[src/rtl/fix_pkg.sv]
// Shared types and constants for the FIX session engine: FSM encodings,
// ASCII/SOH byte values and the three fixed 5-byte session templates.
package fix_pkg;

  typedef enum logic [2:0] {
    S_IDLE, S_CONN_REQ, S_WAIT_CONN, S_SEND_LOGON,
    S_ACTIVE, S_SEND_HB, S_SEND_LOGOUT, S_DISCONNECT
  } state_t;

  typedef enum logic [2:0] {
    P_FIELD, P_TAG1, P_TAG2, P_ARMED, P_SKIP
  } rx_state_t;

  localparam logic [7:0] SOH   = 8'h01;
  localparam logic [7:0] CH_0  = 8'h30;
  localparam logic [7:0] CH_1  = 8'h31;
  localparam logic [7:0] CH_3  = 8'h33;
  localparam logic [7:0] CH_5  = 8'h35;
  localparam logic [7:0] CH_EQ = 8'h3D;
  localparam logic [7:0] CH_A  = 8'h41;

  localparam int MSG_LEN = 5;
  typedef logic [MSG_LEN-1:0][7:0] msg_t;

  // Element [0] is the first byte on the wire.
  localparam msg_t MSG_LOGON  = {SOH, CH_A, CH_EQ, CH_5, CH_3};
  localparam msg_t MSG_HB     = {SOH, CH_0, CH_EQ, CH_5, CH_3};
  localparam msg_t MSG_LOGOUT = {SOH, CH_5, CH_EQ, CH_5, CH_3};

  function automatic logic [7:0] msg_byte(input state_t s, input logic [2:0] idx);
    case (s)
      S_SEND_HB:     msg_byte = MSG_HB[idx];
      S_SEND_LOGOUT: msg_byte = MSG_LOGOUT[idx];
      default:       msg_byte = MSG_LOGON[idx];
    endcase
  endfunction

endpackage

[src/rtl/fix_rx_parser.sv]
// Inbound FIX stream scanner: pulses message_received one cycle after the SOH
// that closes a "10=" (checksum) field seen at a field start.
module fix_rx_parser
  import fix_pkg::*;
(
  input  logic       clk,
  input  logic       rst,
  input  logic       enable,
  input  logic [7:0] data,
  input  logic       valid,
  output logic       message_received
);

  rx_state_t st, st_nx;
  logic      hit;

  always_ff @(posedge clk) begin
    if (!rst || !enable) begin
      st               <= P_FIELD;
      message_received <= 1'b0;
    end else begin
      st               <= st_nx;
      message_received <= hit;
    end
  end

  // A mismatching SOH still marks the next byte as a field start.
  always_comb begin
    st_nx = st;
    hit   = 1'b0;
    if (valid) begin
      case (st)
        P_FIELD: st_nx = (data == CH_1)  ? P_TAG1  : (data == SOH) ? P_FIELD : P_SKIP;
        P_TAG1:  st_nx = (data == CH_0)  ? P_TAG2  : (data == SOH) ? P_FIELD : P_SKIP;
        P_TAG2:  st_nx = (data == CH_EQ) ? P_ARMED : (data == SOH) ? P_FIELD : P_SKIP;
        P_ARMED: if (data == SOH) begin
          hit   = 1'b1;
          st_nx = P_FIELD;
        end
        P_SKIP:  if (data == SOH) st_nx = P_FIELD;
        default: st_nx = P_FIELD;
      endcase
    end
  end

endmodule

[src/rtl/fix_engine.sv]
// FIX session-layer engine: connect handshake with the TOE, byte-serial
// logon/heartbeat/logout transmission and inbound message detection.
module fix_engine
  import fix_pkg::*;
#(
  parameter int HOST_W       = 2,
  parameter int CONN_TIMEOUT = 16
) (
  input  logic              clk,
  input  logic              rst,
  input  logic              connect_i,
  input  logic [HOST_W-1:0] connect_to_host_i,
  input  logic              connected_i,
  input  logic [HOST_W-1:0] connected_host_addr_i,
  input  logic [7:0]        message_i,
  input  logic              valid_i,
  input  logic              new_message_i,
  output logic              connect_req_o,
  output logic              disconnect_o,
  output logic [HOST_W-1:0] connect_addr_o,
  output logic [HOST_W-1:0] disconnect_host_num_o,
  output logic              send_message_valid_o,
  output logic [7:0]        message_o,
  output logic              message_received_o
);

  localparam int CNT_W = $clog2(CONN_TIMEOUT + 1);

  state_t            state, state_nx;
  logic [HOST_W-1:0] host, host_nx;
  logic [2:0]        idx, idx_nx;
  logic [CNT_W-1:0]  cnt, cnt_nx;
  logic              sending;

  always_ff @(posedge clk) begin
    if (!rst) begin
      state <= S_IDLE;
      host  <= '0;
      idx   <= '0;
      cnt   <= '0;
    end else begin
      state <= state_nx;
      host  <= host_nx;
      idx   <= idx_nx;
      cnt   <= cnt_nx;
    end
  end

  assign sending = (state == S_SEND_LOGON) || (state == S_SEND_HB) ||
                   (state == S_SEND_LOGOUT);

  always_comb begin
    state_nx = state;
    host_nx  = host;
    idx_nx   = '0;
    cnt_nx   = '0;
    case (state)
      S_IDLE: if (connect_i) begin
        host_nx  = connect_to_host_i;
        state_nx = S_CONN_REQ;
      end
      S_CONN_REQ: state_nx = S_WAIT_CONN;
      // cnt counts cycles already spent waiting; the last one gives up.
      S_WAIT_CONN: begin
        cnt_nx = cnt + 1'b1;
        if (!connect_i)                                         state_nx = S_DISCONNECT;
        else if (connected_i && connected_host_addr_i == host)  state_nx = S_SEND_LOGON;
        else if (cnt == CNT_W'(CONN_TIMEOUT - 1))               state_nx = S_DISCONNECT;
      end
      S_SEND_LOGON, S_SEND_HB, S_SEND_LOGOUT: begin
        idx_nx = idx + 3'd1;
        if (idx == 3'(MSG_LEN - 1)) begin
          idx_nx   = '0;
          state_nx = (state == S_SEND_LOGOUT) ? S_DISCONNECT : S_ACTIVE;
        end
      end
      S_ACTIVE: begin
        if (!connected_i)       state_nx = S_IDLE;
        else if (!connect_i)    state_nx = S_SEND_LOGOUT;
        else if (new_message_i) state_nx = S_SEND_HB;
      end
      S_DISCONNECT: state_nx = S_IDLE;
      default:      state_nx = S_IDLE;
    endcase
  end

  assign connect_req_o         = (state == S_CONN_REQ);
  assign disconnect_o          = (state == S_DISCONNECT);
  assign disconnect_host_num_o = disconnect_o ? host : '0;
  assign connect_addr_o        = host;
  assign send_message_valid_o  = sending;
  assign message_o             = sending ? msg_byte(state, idx) : 8'h00;

  fix_rx_parser u_rx (
    .clk              (clk),
    .rst              (rst),
    .enable           (sending || state == S_ACTIVE),
    .data             (message_i),
    .valid            (valid_i),
    .message_received (message_received_o)
  );

endmodule

[config.mk]
export PLATFORM = sky130hd
export DESIGN_NAME = fix_engine
export DESIGN_NICKNAME = d
export VERILOG_FILES = /design/src/rtl/fix_pkg.sv /design/src/rtl/fix_rx_parser.sv /design/src/rtl/fix_engine.sv
export SDC_FILE = /design/constraint.sdc
export NUM_CORES = 1
export LEC_CHECK = 0
export ABC_AREA = 0
export CAP_MARGIN = 20
export CORE_UTILIZATION = 44
export CTS_CLUSTER_SIZE = 12
export DETAILED_ROUTE_END_ITERATION = 8
export GPL_TIMING_DRIVEN = 0
export PLACE_DENSITY = 0.75
export SLEW_MARGIN = 20
export SYNTH_ARGS = -nofsm -noshare
export SYNTH_HDL_FRONTEND = slang
export SYNTH_HIERARCHICAL = 1
export SYNTH_SLANG_ARGS = --single-unit
[constraint.sdc]
create_clock -name clk -period 1.7 [get_ports clk]
set_input_delay 0.255 -clock clk [delete_from_list [all_inputs] [get_ports clk]]
set_output_delay 0.255 -clock clk [all_outputs]
set_load 0.05 [all_outputs]
======== Word-level counts from Yosys, hierarchy flattened ========
Memory sizes are Yosys's and may differ from the RTL's. A register that Yosys moved wholly into a read port is not among the register bits.
Cells that the tools add are included.
operators by class
  add/sub/neg operators ................... 2
  $lt $le $gt $ge ......................... 1
  equal/unequal tests ..................... 23
  mux-type cells .......................... 26
  bitwise logic cells ..................... 4
  reduce and logical (&&, ||, !) cells .... 17
operator list
  cell                                                                          number
  3-bit two-way mux                                                             16
  8-bit two-way mux                                                             4
  8-bit by 6-bit equality test with 1-bit output, second input constant         3
  3-bit equality test, second input constant                                    6
  3-bit one-hot mux with 6 select lines                                         1
  8-bit one-hot mux with 2 select lines                                         1
  3-bit by 2-bit equality test with 1-bit output, second input constant         4
  3-bit one-hot mux with 4 select lines                                         1
  3-bit OR reduction                                                            3
  8-bit by 1-bit equality test with 1-bit output, second input constant         1
  4-bit inequality test, second input constant                                  2
  3-bit by 1-bit equality test with 1-bit output, second input constant         2
  3-bit logical NOT                                                             2
  2-bit AND reduction                                                           3
  5-bit by 1-bit adder with 5-bit output, second input constant                 1
  5-bit by 4-bit equality test with 1-bit output, second input constant         1
  1-bit logical OR                                                              4
  3-bit by 4-bit less-than comparator with 1-bit output, second input constant  1
  2-bit two-way mux                                                             2
  2-bit inequality test, second input constant                                  2
  1-bit inverter                                                                4
  4-bit AND reduction                                                           1
  3-bit by 1-bit adder with 3-bit output, second input constant                 1
  2-bit equality test                                                           1
  5 further kinds                                                               6
storage, ports and cells
  flip-flop bits (word level) ............. 17
  bits in read-only memories .............. 192
  output and inout bits ................... 16
  word-level logic and storage cells ...... 82
  memories ................................ 3
memory list
  name             words  bits a word  rd ports  clocked after memory_dff  write ports  RTL line       RTL
  (no name shown)  8      8            1         1                         0            fix_pkg.sv:34  default: msg_byte = MSG_LOGON[idx];
  (no name shown)  8      8            1         1                         0            fix_pkg.sv:33  S_SEND_LOGOUT: msg_byte = MSG_LOGOUT[idx];
  (no name shown)  8      8            1         1                         0            fix_pkg.sv:32  S_SEND_HB: msg_byte = MSG_HB[idx];

======== Depth between registers and ports, before layout ========
Gate-level depths: netlist (run 1).
  word-level depth ........................ 7
  mapped depth ............................ 8

======== Modules after synthesis ========
Netlist (run 1), hierarchy kept.
modules (own cells, without submodules)
  module         instances  cells an instance  area each (µm²)  seq. area each (µm²)
  fix_engine     1          129                1107.3           420.4
  fix_rx_parser  1          36                 275.3            80.1

======== Worst setup path after synthesis (run 1) ========
OpenSTA, ideal clock, no wires.
  path type ............................... reg2reg
  from .................................... register state[1]
  to ...................................... register state[1]
  library setup time ...................... 70 ps
  arrival ................................. 2281 ps
  required time ........................... 1630 ps
  path slack .............................. -651 ps
  stages on the path, launching flop included .. 6
  path buffers ............................ 1
  period minus slack after synthesis ...... 2351 ps
  cells stage by stage .................... dfxtp_1 buf_2 nor3b_1 a21oi_1 or4_1 a21oi_1
on the way
  elaborated cells between the ends (all ways) .. 17
  classes of those cells .................. eq/ne: 11; mux: 3; reduce/logical: 3
RTL lines
  what                                            RTL line          RTL
  start: declaration                              fix_engine.sv:29  state_t state, state_nx;
  start signal: assignment                        fix_engine.sv:42  state <= state_nx;
  3-bit by 1-bit equality test with 1-bit output  --
  via connect_req_o                               fix_engine.sv:18  output logic connect_req_o,
  3-bit one-hot mux with 6 select lines           fix_engine.sv:57  case (state)
The timed path passes the listed nets, and every way through them passes these cells. The select of a mux whose other input is x is not followed.
A chain may end at the register's enable or synchronous reset.

======== Worst setup path in the final report (run 1) ========
  from .................................... register state[0]
  to ...................................... output port message_o[5]
on the way
  word-level cells in the longest chain between the ends .. 4
  elaborated cells between the ends (all ways) .. 7
  classes of those cells .................. eq/ne: 3; mux: 2; reduce/logical: 2
ends and longest elaborated chain
  what                                                                           RTL line          RTL
  branches (longest 3 deep; another with 8-bit one-hot mux with 2 select lines)  --
  8-bit two-way mux (*)                                                          fix_engine.sv:92  assign message_o = sending ? msg_byte(state, idx) : 8'h00;
  end: declaration                                                               fix_engine.sv:23  output logic [7:0] message_o,
Every way passes the cells marked *.

==> results of run 1 <==
## layout make-up
| type | instances | share of cell area |
|---|---|---|
| multi-input combinational | 115 | 0.445 |
| sequential | 25 | 0.243 |
| inverter | 16 | 0.0298 |
| buffer | 8 | 0.0542 |
| tap | 42 | 0.0250 |
| timing repair buffer | 43 | 0.191 |
| clock buffer | 4 | 0.0125 |
## timing repair
item	in CTS	in global routing
resized for setup	103	29
cloned	0	0
hold buffers	0	0
buffers inserted	11	0
pin swaps	7	6
setup endpoints to repair	27	19
## routing by layer
metal,vias to the layer above,part of all wire,track usage
li1,678,-,-
met1,630,0.42,0.243
met2,36,0.52,0.365
met3,10,0.043,0.0335
met4,0,0.019,0.0612
met5,-,0,0
## synth_stat cells (3+ instances only)
library cell	instances
nor3_1	6
buf_4	3
nand2_1	6
and2_1	3
a21oi_1	6
ha_1	6
xnor2_1	5
a31oi_1	3
o21ai_0	10
and3_1	4
a211oi_1	3
nor2_1	14
or4_1	3
nor4_1	4
clkbuf_1	4
dfxtp_1	25
nand3_1	6
inv_1	16
nor2b_1	4
xor2_1	3
## how the worst min path moves through the flow
stage	from	end	slack, ns	cells past startpoint
floorplan	connect_to_host_i[0]	connect_addr_o[0]	0.40	2
global placement	cnt[0]	cnt[0]	0.43	1
detailed placement	cnt[0]	cnt[0]	0.45	1
CTS	cnt[0]	cnt[0]	0.47	1
global route	cnt[0]	cnt[0]	0.50	1
finish	cnt[0]	cnt[0]	0.47	1
## metrics by stage
step	TNS [ns]	utilization	instances	power (mW)	setup WS (ns)
finish	-0.459	0.731	253	2.68	-0.118
global route	-1.21	0.731	253	2.81	-0.165
CTS	-0.399	0.704	253	2.52	-0.132
detailed placement	-6.50	0.623	239	1.88	-0.710
global placement	-5.68	0.623	239	1.86	-0.646
floorplan	-0.215	-	165	1.59	-0.131
## cell families after synthesis
family,share of synthesized area
AOI/OAI and AO/OA,0.154
xor gates and xnor gates,0.0507
adders and majority gates,0.0543
buffers and inverters,0.0778
DFF,0.362
muxes,0.0145
other,0.00271
and+or+nand+nor,0.284
## where the power goes
group	total [mW]	switching, mW	leakage (nW)	internal [mW]
Sequential	0.752	0.0716	0.205	0.680
Combinational	1.65	0.898	0.665	0.756
Clock	0.278	0.186	0.0150	0.0920
==> flow_summary_export.csv, run 1 <==
group,metric,value,unit
sta,tightest_slew,0.630,ns
sta,max_freq,550,MHz
pwr,powerDensity,1280,nW/um2
placement,place.gp.congestion,0.807,
sta,rsz0062_at_grt,"true",
cells_and_area,ff_latch_area,510,um2
synthesis,ys_seq_area_frac,0.362,
floorplan,start_util,0.481,
synthesis,syn_avg_cell_area,8.38,um2
setup_path,cp_num_buf_inv,3,
global_routing,grt_pass1_vias,1248,
clocking,cts.sinks,25,
synthesis,synth_area_leader_cell,"dfxtp_1",
routing,via_per_inst,5.35,
setup_path,crit_cells,5,
routing,drtAntennaViolNets,0,
synthesis,yosys-top-cells-area,"dfxtp_1 (36%), ha_1 (5.4%), inv_1 (4.3%)",
clocking,clk_pin_slew,0.14,ns
global_routing,antenna_found_initial,0,
outcome,failed_checks,"DRC, setup timing",
cells_and_area,fin_area,2100,um2
floorplan,die_x,58.1,um
setup_path,cp_top_family,"buffers and inverters",
setup_path,crit_fanout,8,
synthesis,syn_area,1380,um2
floorplan,fp-row-count,19,
routing,wl_per_cell,13.7,um
routing,drt_iter0_markers,63,
setup_path,crit_slowest_cell,"dfxtp_4",
global_routing,grt_use_total,0.201,
routing,dr.pass1.iters,9,
routing,wl,3.46,mm
clocking,clock_path_buffers,2,
cells_and_area,diodes,0,
global_routing,overflow,0,
synthesis,yosysUniqueCellTypes,42,
sta,relSlewSlack,0.577,
synthesis,synth_ff_type,"dfxtp_1",
cells_and_area,area.growth.synth_to_final,52.0,%
setup_path,crit_path_start,"state[0]",
synthesis,synth.top_cell.area_share,0.362,
sta,min_period_over_period,1.07,
worst_hold_path,min-delay-path-class,"flop to flop",
clocking,clkLatencyLatePin,0.32,ns
pwr,leakagePower,0.885,nW
sta,slew_viol_final,0,
routing,num_vias,1354,
placement,place_area,1790,um2
pwr,irDropWorstVdd,0.677,mV
cells_and_area,multi_input_area,935,um2
setup_path,rr_startpoint,"state[1]",
clocking,htree_levels,1,
sta,setup_slack,-0.118,ns
floorplan,core-area,2880,um2
global_routing,grt_max_degree,14,
sta,timing.hold.ws,0.469,ns
setup_path,cp.required,1.44,ns
synthesis,synth-seq-cells,25,
setup_path,worstPathCellList,"clkbuf_16 > xor2_4 > a32o_2 > buf_6 > buf_8",
setup_path,cp_slowest_stage_delay,0.39,ns
outcome,outcome,"complete, but fails checks",
synthesis,syn_inst,165,
cells_and_area,drive_gt1_frac,0.303,
setup_path,worstRegToRegCells,6,
synthesis,yosysWarnings,6,
clocking,cts_tree,"yes",
setup_path,timing.rr.end,"state[1]",
setup_path,crit_path_end_kind,"output port",
placement,io_buffer_count,32,
floorplan,ios,34,
routing,drcViolationCount,2,
synthesis,syn_nets,189,
placement,dp_hpwl,2.27,mm
sta,setup_viol_count_final,11,
sta,final-hold-violation-count,0,
setup_path,endpoint,"message_o[5]",
sta,fin_crit,1.82,ns
cells_and_area,final_common_cell,"dfxtp_1",
floorplan,dieArea,3370,um2
cells_and_area,layout_common_cells,"dfxtp_1 (21), clkdlybuf4s50_1 (17), inv_1 (15)",
setup_path,crit_type,"flop to output port",
clocking,numCtsBuffers,3,
cells_and_area,nets,236,
setup_path,arrival,1.56,ns
cells_and_area,fillCellCount,216,
setup_path,rrSetupSlack,-0.05,ns
floorplan,die_h,58.1,um
global_routing,grt_pass1_wl,5.22,mm
sta,skew,0.00196,ns
synthesis,synth-edff-count,0,
setup_path,start_kind,"flop",
synthesis,synthArstFlopShare,0,
clocking,ctsRootBufferMaster,"clkbuf_4",
run,cap_violations,0,
No activity file was read; power rests on OpenSTA's default activity.
==> run 2, diff against run 1 <==
--- a/config.mk
+++ b/config.mk
@@ -7,11 +7,12 @@
 export LEC_CHECK = 0
 export ABC_AREA = 0
 export CAP_MARGIN = 20
-export CORE_UTILIZATION = 44
+export CORE_UTILIZATION = 48
 export CTS_CLUSTER_SIZE = 12
 export DETAILED_ROUTE_END_ITERATION = 8
 export GPL_TIMING_DRIVEN = 0
-export PLACE_DENSITY = 0.75
+export PLACE_DENSITY = 0.78
+export REMOVE_ABC_BUFFERS = 1
 export SLEW_MARGIN = 20
 export SYNTH_ARGS = -nofsm -noshare
 export SYNTH_HDL_FRONTEND = slang
==> constraint.sdc (replaced) <==
create_clock -name clk -period 2 [get_ports clk]
set_input_delay 0.3 -clock clk [delete_from_list [all_inputs] [get_ports clk]]
set_output_delay 0.3 -clock clk [all_outputs]
set_load 0.05 [all_outputs]
==> flow_summary_export.csv, run 2 (synthesized netlist as in run 1, its figures left out) <==
group,metric,value,unit
cells_and_area,area.growth.synth_to_final,25.6,%
sta,fin_crit,1.92,ns
routing,wl,2.98,mm
global_routing,antenna_found_initial,0,
clocking,clk_pin_slew,0.14,ns
placement,dp_hpwl,2.20,mm
pwr,p_clk_frac,0.124,
setup_path,crit_path_end_kind,"output port",
pwr,p_int,0.988,mW
routing,drtAntennaViolNets,0,
placement,io_buffer_count,32,
run,cap_violations,0,
cells_and_area,drive_gt1_frac,0.138,
sta,rsz0062_at_grt,"false",
global_routing,grt_use_total,0.198,
setup_path,start_kind,"flop",
sta,setup_slack,0.0823,ns
cells_and_area,diodes,0,
sta,min_period_over_period,0.959,
placement,pre_cts_ws,-0.496,ns
sta,max_freq,521,MHz
placement,place_area,1690,um2
pwr,swShare,0.441,
routing,drt_iter0_markers,45,
placement,dp.cells,219,
cells_and_area,fin_area,1740,um2
global_routing,overflow,0,
cells_and_area,final_common_cell,"dfxtp_1",
pwr,leakagePower,0.713,nW
cells_and_area,nets,220,
sta,skew,0.0103,ns
pwr,irDropWorstVdd,0.795,mV
clocking,clkLatencyLatePin,0.31,ns
worst_hold_path,min-delay-path-class,"flop to flop",
floorplan,core-area,2730,um2
routing,wl_per_cell,13.2,um
cells_and_area,finalNonFillerCells,226,
setup_path,cp.required,1.70,ns
routing,dr.pass1.iters,5,
cells_and_area,fillCellCount,243,
outcome,outcome,"finished clean",
clocking,htree_levels,1,
setup_path,crit_fanout,14,
sta,setup_viol_count_final,0,
sta,final-hold-violation-count,0,
placement,place.gp.congestion,0.788,
floorplan,start_util,0.506,
cells_and_area,layout_common_cells,"dfxtp_1 (22), clkdlybuf4s50_1 (20), inv_1 (16)",
routing,num_vias,1278,
routing,via_per_inst,5.65,
setup_path,crit_type,"flop to output port",
clocking,clock_path_buffers,2,
pwr,p_comb_frac,0.485,
floorplan,ios,34,
sta,slew_viol_final,0,
global_routing,grt_pass1_wl,5.02,mm
sta,fin_setup_tns,0,ns
clocking,cts_hold_buf,0,
setup_path,arrival,1.62,ns
clocking,numCtsBuffers,3,
floorplan,dieArea,3100,um2
pwr,p_seq_frac,0.391,
floorplan,die_h,55.7,um
clocking,ctsRootBufferMaster,"clkbuf_4",
clocking,cts.sinks,25,
sta,tightest_slew,0.582,ns
global_routing,grt_pass1_vias,1170,
sta,relSlewSlack,0.609,
pwr,p_sw,0.779,mW
clocking,cts_tree,"yes",
global_routing,grt_max_degree,21,
routing,drcViolationCount,0,
pwr,powerDensity,1020,nW/um2
floorplan,die_x,55.7,um
floorplan,fp-row-count,19,
==> run 2: changes by cell type in the layout (fill, tap and decap cells not counted), sizes merged <==
cell           delta
clkdlybuf4s50     +3
clkinv            +1
dlygate4sd2       -2
clkdlybuf4s15     +5
clkbuf            -3
buf              -20
==> run 2: power groups by stage <==
stage / Sequential (mW) / Combinational (mW) / Clock (mW)
floorplan: 0.710 / 0.558 / 0
global placement: 0.709 / 0.775 / 0
detailed placement: 0.714 / 0.801 / 0
CTS: 0.721 / 0.787 / 0.231
global route: 0.703 / 0.930 / 0.248
finish: 0.690 / 0.858 / 0.219
==> run 2: per-layer routing <==
metal / track usage / wire length, um / share of wire / vias to the layer above
met3: 0.0326 / 152 / 0.051 / 2
met1: 0.238 / 1270 / 0.43 / 589
li1: - / - / - / 644
met2: 0.356 / 1530 / 0.51 / 43
met4: 0.0643 / 23 / 0.0077 / 0
met5: 0 / 0 / 0 / -
==> run 2: path summary, 6_finish.rpt <==
path	start	to	slack, ns	depth (start not counted)
max reg2reg	idx[0]	flop	0.19	6
min reg2reg	cnt[0]	cnt[0]	0.46	1
max	state[1]	message_o[0]	0.08	5
min	cnt[0]	cnt[0]	0.46	1
==> run 2: worst max-delay path: stages, from the launching register on <==
cell and delay, ns:
dfxtp_4 0.46, inv_1 0.11, and3_1 0.16, o21ai_0 0.12, o21ai_0 0.10, clkdlybuf4s15_2 0.34
==> run 2: area by class of cell <==
class                           count  area, um2  area share
Multi-Input combinational cell    115        777       0.447
Sequential cell                    25        512       0.295
Timing Repair Buffer               35        322       0.185
Inverter                           16       60.1      0.0346
Tap cell                           31       38.8      0.0223
Clock buffer                        3       22.5      0.0130
Clock inverter                      1       5.00     0.00288
==> run 2: through the flow <==
| stage | total power [mW] | hold slack, ns | utilization |
|---|---|---|---|
| global placement | 1.48 | 0.430 | 0.620 |
| global route | 1.88 | 0.475 | 0.635 |
| finish | 1.77 | 0.456 | 0.635 |
| detailed placement | 1.52 | 0.437 | 0.620 |
| floorplan | 1.27 | 0.418 | - |
| CTS | 1.74 | 0.457 | 0.632 |
==> run 2: what timing repair did <==
action | in CTS | in global routing
pin swaps | 0 | 1
resized for setup | 46 | 9
setup endpoints to repair | 15 | 10
setup buffers | 0 | 3
==> run 3, diff against run 2 <==
--- a/config.mk
+++ b/config.mk
@@ -7,6 +7,7 @@
 export LEC_CHECK = 0
 export ABC_AREA = 0
 export CAP_MARGIN = 20
+export CORE_ASPECT_RATIO = 1.25
 export CORE_UTILIZATION = 48
 export CTS_CLUSTER_SIZE = 12
 export DETAILED_ROUTE_END_ITERATION = 8
==> flow_summary_export.csv, run 3 (synthesized netlist as in run 1, its figures left out) <==
group,metric,value,unit
floorplan,fp-row-count,21,
global_routing,grt_max_degree,21,
global_routing,grt_pass1_vias,1200,
global_routing,grt_use_total,0.197,
global_routing,busiest_layer,"met2",
clocking,ctsRootBufferMaster,"clkbuf_4",
sta,skew,0.00294,ns
cells_and_area,fillCellCount,267,
clocking,clock_path_buffers,2,
cells_and_area,nets,217,
setup_path,crit_path_end_kind,"output port",
floorplan,die_h,62.0,um
sta,final-hold-violation-count,0,
routing,num_vias,1246,
setup_path,crit_slowest_cell,"dfxtp_4",
sta,min_period_over_period,0.949,
sta,slew_viol_final,0,
pwr,irDropWorstVdd,0.587,mV
sta,setup_viol_count_final,0,
floorplan,start_util,0.511,
global_routing,grtUsageMet1,0.196,
global_routing,antenna_found_initial,0,
routing,drt_iter0_markers,28,
setup_path,start_kind,"flop",
sta,rsz0062_at_grt,"false",
clocking,cts_tree,"yes",
routing,drtAntennaViolNets,0,
routing,drcViolationCount,0,
cells_and_area,final_common_cell,"dfxtp_1",
routing,wl,2.89,mm
setup_path,arrival,1.60,ns
pwr,powerDensity,1000,nW/um2
cells_and_area,diodes,0,
clocking,clkLatencyLatePin,0.30,ns
global_routing,grt_pass1_wl,4.74,mm
floorplan,ios,34,
global_routing,overflow,0,
setup_path,cp.required,1.70,ns
cells_and_area,layout_common_cells,"dfxtp_1 (22), clkdlybuf4s50_1 (20), inv_1 (16)",
setup_path,crit_type,"flop to output port",
sta,tightest_slew,0.596,ns
setup_path,cp_top_family,"flip-flops",
pwr,p_total,1.70,mW
routing,wl_per_cell,12.8,um
sta,max_freq,527,MHz
clocking,numCtsBuffers,3,
clocking,htree_levels,1,
cells_and_area,drive_gt1_frac,0.125,
placement,dp_hpwl,2.23,mm
routing,dr.pass1.iters,4,
setup_path,worstPathCellList,"and3_1 > and2_1 > clkdlybuf4s15_2",
global_routing,use_met2,0.417,
placement,io_buffer_count,32,
routing,via_per_inst,5.51,
pwr,leakagePower,0.695,nW
floorplan,die_x,50.0,um
setup_path,cp_slowest_stage_delay,0.50,ns
floorplan,dieArea,3100,um2
setup_path,cp_num_buf_inv,1,
outcome,outcome,"finished clean",
cells_and_area,area.growth.synth_to_final,22.9,%
worst_hold_path,min-delay-path-class,"flop to flop",
clocking,cts.sinks,25,
clocking,clk_pin_slew,0.12,ns
sta,fin_crit,1.90,ns
setup_path,crit_fanout,20,
run,cap_violations,0,
global_routing,use_met3,0.0292,
floorplan,core-area,2710,um2
sta,relSlewSlack,0.600,
placement,place.gp.congestion,0.819,
sta,fin_setup_tns,0,ns
[run 3: cell count changes in the layout (fill, tap and decap cells not counted), sizes merged]
cell           before  now
clkinv              1    0
dlygate4sd2         1    0
buf                 6    5
clkdlybuf4s15       5    3
clkbuf              6    8
[run 3: repair_timing]
| item | in CTS | in global routing |
|---|---|---|
| endpoints found under the setup margin | 15 | 11 |
| buffers inserted | 0 | 0 |
| resized for setup | 44 | 16 |
| hold buffers | 0 | 0 |
| endpoints found under the hold margin | 0 | 0 |
[run 3: final cells by class]
| class | instances | area [um2] | share of cell area |
|---|---|---|---|
| timing repair buffer | 32 | 284 | 0.167 |
| inverter | 16 | 60.1 | 0.0353 |
| sequential | 25 | 512 | 0.301 |
| tap | 34 | 42.5 | 0.0250 |
| clock buffer | 4 | 26.3 | 0.0155 |
| multi-input combinational | 115 | 774 | 0.456 |
[run 3: layer usage]
layer	vias to the layer above	share of wire
li1	633	-
met1	582	0.41
met2	31	0.56
met3	0	0.035
met4	0	0
met5	-	0
[run 3: final timing paths]
check | startpoint | to | slack [ns] | depth (start not counted)
min | cnt[0] | cnt[0] | 0.45 | 1
max reg2reg | idx[0] | flop | 0.15 | 6
min reg2reg | cnt[0] | cnt[0] | 0.45 | 1
max | state[2] | disconnect_host_num_o[0] | 0.10 | 3
[run 3: per-stage QoR]
stage                     utilization  area (um2)  setup WS [ns]  hold slack, ns  std cells
after floorplan                     -        1340         -0.491           0.418        156
after global placement          0.627        1700         -0.405           0.431        222
after detailed placement        0.627        1700         -0.482           0.438        222
after CTS                       0.640        1730        0.00745           0.456        226
after global routing            0.628        1700       0.000732           0.491        226
final                           0.628        1700          0.102           0.453        226
[run 3: where the power goes]
group / internal [mW] / total, mW / switching [mW] / leakage (nW)
sequential: 0.581 / 0.726 / 0.145 / 0.205
combinational: 0.292 / 0.767 / 0.475 / 0.475
clock: 0.0777 / 0.209 / 0.131 / 0.0150
total: 0.952 / 1.70 / 0.751 / 0.695
